<file path="config.mk">
export PLATFORM = sky130hd
export DESIGN_NAME = imm_narrower_16_to_4
export DESIGN_NICKNAME = d
export VERILOG_FILES = /design/src/rtl/imm_narrower_16_to_4.sv
export SDC_FILE = /design/constraint.sdc
export NUM_CORES = 1
export LEC_CHECK = 0
export CAP_MARGIN = 20
export CORE_MARGIN = 3
export CORE_UTILIZATION = 40
export DETAILED_ROUTE_END_ITERATION = 8
export PLACE_DENSITY = 0.65
export SETUP_SLACK_MARGIN = 0.02
export SLEW_MARGIN = 0
export SYNTH_ARGS = -nofsm -noshare
export SYNTH_HDL_FRONTEND = slang
export SYNTH_SLANG_ARGS = --single-unit
</file>
<file path="constraint.sdc">
create_clock -name clk -period 2.4 [get_ports clk]
set_input_delay 0.6 -clock clk [delete_from_list [all_inputs] [get_ports clk]]
set_output_delay 0.6 -clock clk [all_outputs]
set_load 0.01 [all_outputs]
</file>
<file path="src/rtl/imm_narrower_16_to_4.sv">
// imm_narrower_16_to_4: splits a signed 16-bit value into the fewest 4-bit nibbles that sign-extend back to it
module imm_narrower_16_to_4 (
    input  logic        clk,
    input  logic        rst,
    input  logic        in_valid,
    output logic        in_ready,
    input  logic [15:0] in_data,
    output logic        out_valid,
    input  logic        out_ready,
    output logic [3:0]  out_nib,
    output logic        out_first,
    output logic        out_last,
    output logic        out_fits
);
    typedef enum logic {IDLE, EMIT} state_t;
    state_t state, state_nx;
    logic [11:0] rest;
    logic [1:0] cnt, n_in;
    logic [15:0] aligned;
    logic f1, f2, f3, accept, take;
    assign in_ready = state == IDLE;
    assign out_valid = state == EMIT;
    assign accept = in_valid && in_ready;
    assign take = out_valid && out_ready;
    assign f1 = &in_data[15:3] | ~|in_data[15:3];
    assign f2 = &in_data[15:7] | ~|in_data[15:7];
    assign f3 = &in_data[15:11] | ~|in_data[15:11];
    assign n_in = f1 ? 2'd0 : f2 ? 2'd1 : f3 ? 2'd2 : 2'd3;
    assign aligned = in_data << {~n_in, 2'b00};
    always_comb begin
        state_nx = state;
        if (state == IDLE)
            state_nx = accept ? EMIT : IDLE;
        else
            state_nx = (take && out_last) ? IDLE : EMIT;
    end
    always_ff @(posedge clk) begin
        if (rst)
            state <= IDLE;
        else
            state <= state_nx;
    end
    always_ff @(posedge clk) begin
        if (rst || (take && out_last)) begin
            out_nib   <= 4'h0;
            out_first <= 1'b0;
            out_last  <= 1'b0;
            out_fits  <= 1'b0;
            rest      <= 12'h0;
            cnt       <= 2'd0;
        end else if (accept) begin
            out_nib   <= aligned[15:12];
            rest      <= aligned[11:0];
            cnt       <= n_in;
            out_first <= 1'b1;
            out_last  <= n_in == 2'd0;
            out_fits  <= n_in == 2'd0;
        end else if (take) begin
            out_nib   <= rest[11:8];
            rest      <= {rest[7:0], 4'h0};
            cnt       <= cnt - 2'd1;
            out_first <= 1'b0;
            out_last  <= cnt == 2'd1;
        end
    end
endmodule
</file>
==> summary.txt <==
Status
  • Status: finished clean

Timing
  • Tightest Pin Transition: 0.426 ns
  • FMAX: 454 MHz
  • RSZ-0062 raised after global routing: false
  • Slew HR: 71.6%
  • Max-slew violation count: 0
  • Fin. Hold Viols: 0
  • Tcrit/Tclk final: 91.8%
  • Worst Skew: 0.0104 ns
  • Min cycle time layout: 2.20 ns
  • Final number of setup-violating endpoints: 0

Power
  • Sw Share: 26.2%
  • Flop pwr share: 44.6%
  • Power density over the cells: 524 nW/um2
  • Pint: 0.000674 W
  • Leakage: 0.743 nW
  • Combinational power share: 23.2%
  • Clk network pwr share: 32.2%
  • Switching power: 0.000239 W
  • Peak VDD IR: 341 uV
  • Final Power: 0.000912 W

Worst hold path
  • Worst min path class: flop to flop

Global route
  • Congestion Overflow GR: 0
  • Pin count of the biggest net entering global routing: 14
  • Total GRT Usage: 22.1%
  • Met2 usage: 35.7%
  • Met1 GRT Util: 29.8%
  • First-pass GRT wire length: 6.15 mm
  • Most Crowded Layer GR: met2
  • Number of global-route vias before repair: 1315
  • Antenna violations before repair: 0
  • Met3 usage: 4.47%

Critical path
  • Critical path cell sequence: clkdlybuf4s50_1 -> or4_4 -> buf_4 -> o22a_2 -> and3b_4 -> a211o_1
  • Worst EP required: 2.66 ns
  • CP bufs+invs: 2
  • Crit path largest cell delay: 0.53 ns
  • Top delay family on crit path: simple AND/OR/NAND/NOR gates
  • Kind of start point of the critical path: input pin
  • WP data arrival: 2.47 ns
  • Critical path class: input pin to flop
  • Max FO, Critical Path: 7
  • Crit path max-delay cell type: or4_4
  • R2R Setup Slk: 0.84 ns
  • Setup crit end kind: flop

Place
  • Buffers on Ports: 28
  • Placed Instances: 220
  • Final Wtd Congestion: 0.902
  • HPWL after detailed placement: 2.90 mm

Synthesis
  • Synth Warn #: 0
  • Synth top area share: 36.6%
  • Post-synth EDFFs: 0
  • Cell variety after synth: 40
  • Synth Cell Area: 1200 um2
  • Ys flop type: dfxtp_1
  • Commonest cells post-synth: dfxtp_1, nor2_1, a22oi_1, nand2_1
  • Top post-synthesis cells by area: dfxtp_1, mux2i_1, a22oi_1
  • Mapped Cells: 141
  • #FFs+latches synth: 22
  • Syn_nets: 162
  • Top cell type by total area after synthesis: dfxtp_1
  • Post-synth ARST share: 0%
  • Avg Inst Size Synth: 8.53 um2
  • Most frequent cell after synthesis: dfxtp_1
  • Sequential share of the synthesized area: 36.6%

Floorplan
  • Die footprint: 3700 um2
  • Starting density of the core: 42.9%
  • Core Rows: 19
  • Core area: 2810 um2
  • I/O pin cnt: 29
  • Die height: 60.8 um
  • Die X: 60.8 um

Finish
  • Final Util: 62.0%
  • Area grow syn2layout: 44.6%
  • Share of cells above drive strength 1: 20.2%
  • Non-Filler Instances: 224
  • Number of fill cells: 255
  • Final nets: 215
  • # diodes: 0

Route
  • Avg WL per Cell: 16.7 um
  • DRC: 0
  • DR pass1 iterations: 4
  • Mean number of vias per cell: 5.81
  • DR vias: 1302
  • Total Routed Length: 3.73 mm
  • Initial DRC Count: 90
  • Final ANT Viol Nets: 0

Clock tree
  • TritonCTS clock tree: yes
  • Deepest clock path buffer count: 2
  • Reg clk slew, reported paths: 0.13 ns
  • CTS Sinks: 22
  • # H-tree levels: 1
  • Clk_lat worst skew: 0.32 ns
  • Root Buffer: clkbuf_4
  • Clock buffer count from CTS: 3

Flow run
  • Maxcap violations: 0
## layout by cell type, fill, tap and decap left out, types with 4 or more instances in the layout
| master | synthesis | routed |
|---|---|---|
| a21oi_1 | 8 | 8 |
| o21ai_0 | 7 | 7 |
| a211o_1 | 4 | 4 |
| o22ai_1 | 5 | 5 |
| dfxtp_1 | 22 | 22 |
| nor2_1 | 18 | 18 |
| mux2i_1 | 8 | 8 |
| clkdlybuf4s50_1 | 0 | 28 |
| nand2_1 | 9 | 9 |
| o221a_2 | 4 | 4 |
| a22oi_1 | 9 | 9 |
| nor3_1 | 5 | 5 |
| buf_4 | 0 | 26 |
## per-layer routing
metal	vias to the layer above	part of all wire, %
li1	641	-
met4	0	1.1
met1	625	46
met5	-	0
met3	7	3.6
met2	29	49
## registers in the layout, summed over array words and instances, names as in the netlist
name	count
rest	12
cnt	2
out_last	1
out_fits	1
out_valid	1
out_first	1
out_nib	4
## metrics by stage
| step | TNS [ns] | setup WS (ns) | hold WS (ns) | instance area, um2 |
|---|---|---|---|---|
| finish | 0 | 0.196 | 0.474 | 1740 |
| floorplan | 0 | 0.454 | 0.476 | 1200 |
| global placement | -1.67 | -0.192 | 0.450 | 1690 |
| global route | 0 | 0.116 | 0.497 | 1740 |
| CTS | 0 | 0.0937 | 0.487 | 1740 |
| detailed placement | -2.23 | -0.235 | 0.469 | 1690 |
## logic make-up (layout without fill, tap and decap cells)
kind of cell    Yosys count  in the layout  synth area share [%]
buf+inv                   8             60                  3.23
mux                       8              8                  6.66
simple gates             50             50                  21.3
compound gates           51             51                  30.4
fa+ha+maj                 1              1                  1.04
flops                    22             22                  36.6
xor+xnor                  1              1                 0.729
## power groups by stage
stage / Sequential [W] / Combinational [W] / Clock [W]
final: 0.000407 / 0.000212 / 0.000294
after floorplan: 0.000415 / 0.0000900 / 0
after CTS: 0.000406 / 0.000211 / 0.000300
after global placement: 0.000413 / 0.000207 / 0
after global routing: 0.000409 / 0.000231 / 0.000316
after detailed placement: 0.000414 / 0.000210 / 0
## layout make-up
type | instances | area, um2 | area share, %
clock inverter | 1 | 30.0 | 1.73
tap | 31 | 38.8 | 2.23
sequential | 22 | 440 | 25.3
inverter | 2 | 7.51 | 0.432
timing repair buffer | 54 | 475 | 27.3
multi-input combinational | 111 | 724 | 41.7
clock buffer | 3 | 22.5 | 1.29
## path summary, 6_finish.rpt
kind | startpoint | end | depth (start not counted)
worst max-delay path | in_data[7] | rest[9]$_SDFFE_PP0P_ | 6
worst min-delay path | out_fits$_SDFFE_PP0P_ | out_fits$_SDFFE_PP0P_ | 2
worst max register to register | out_valid$_SDFF_PP0_ | rest[6]$_SDFFE_PP0P_ | 5
worst min register to register | out_fits$_SDFFE_PP0P_ | out_fits$_SDFFE_PP0P_ | 2
## tightest hold or removal path, stage by stage (launching register included)
cell and delay [ns]:
dfxtp_1 0.33, nand2_1 0.06, a21oi_1 0.06
## repair_timing
item | CTS | global route
resized for setup | 0 | 1
hold buffers | 0 | 0
buffers inserted | 0 | 0
setup endpoints to repair | 0 | 5
(Power assumes the default switching activity.)
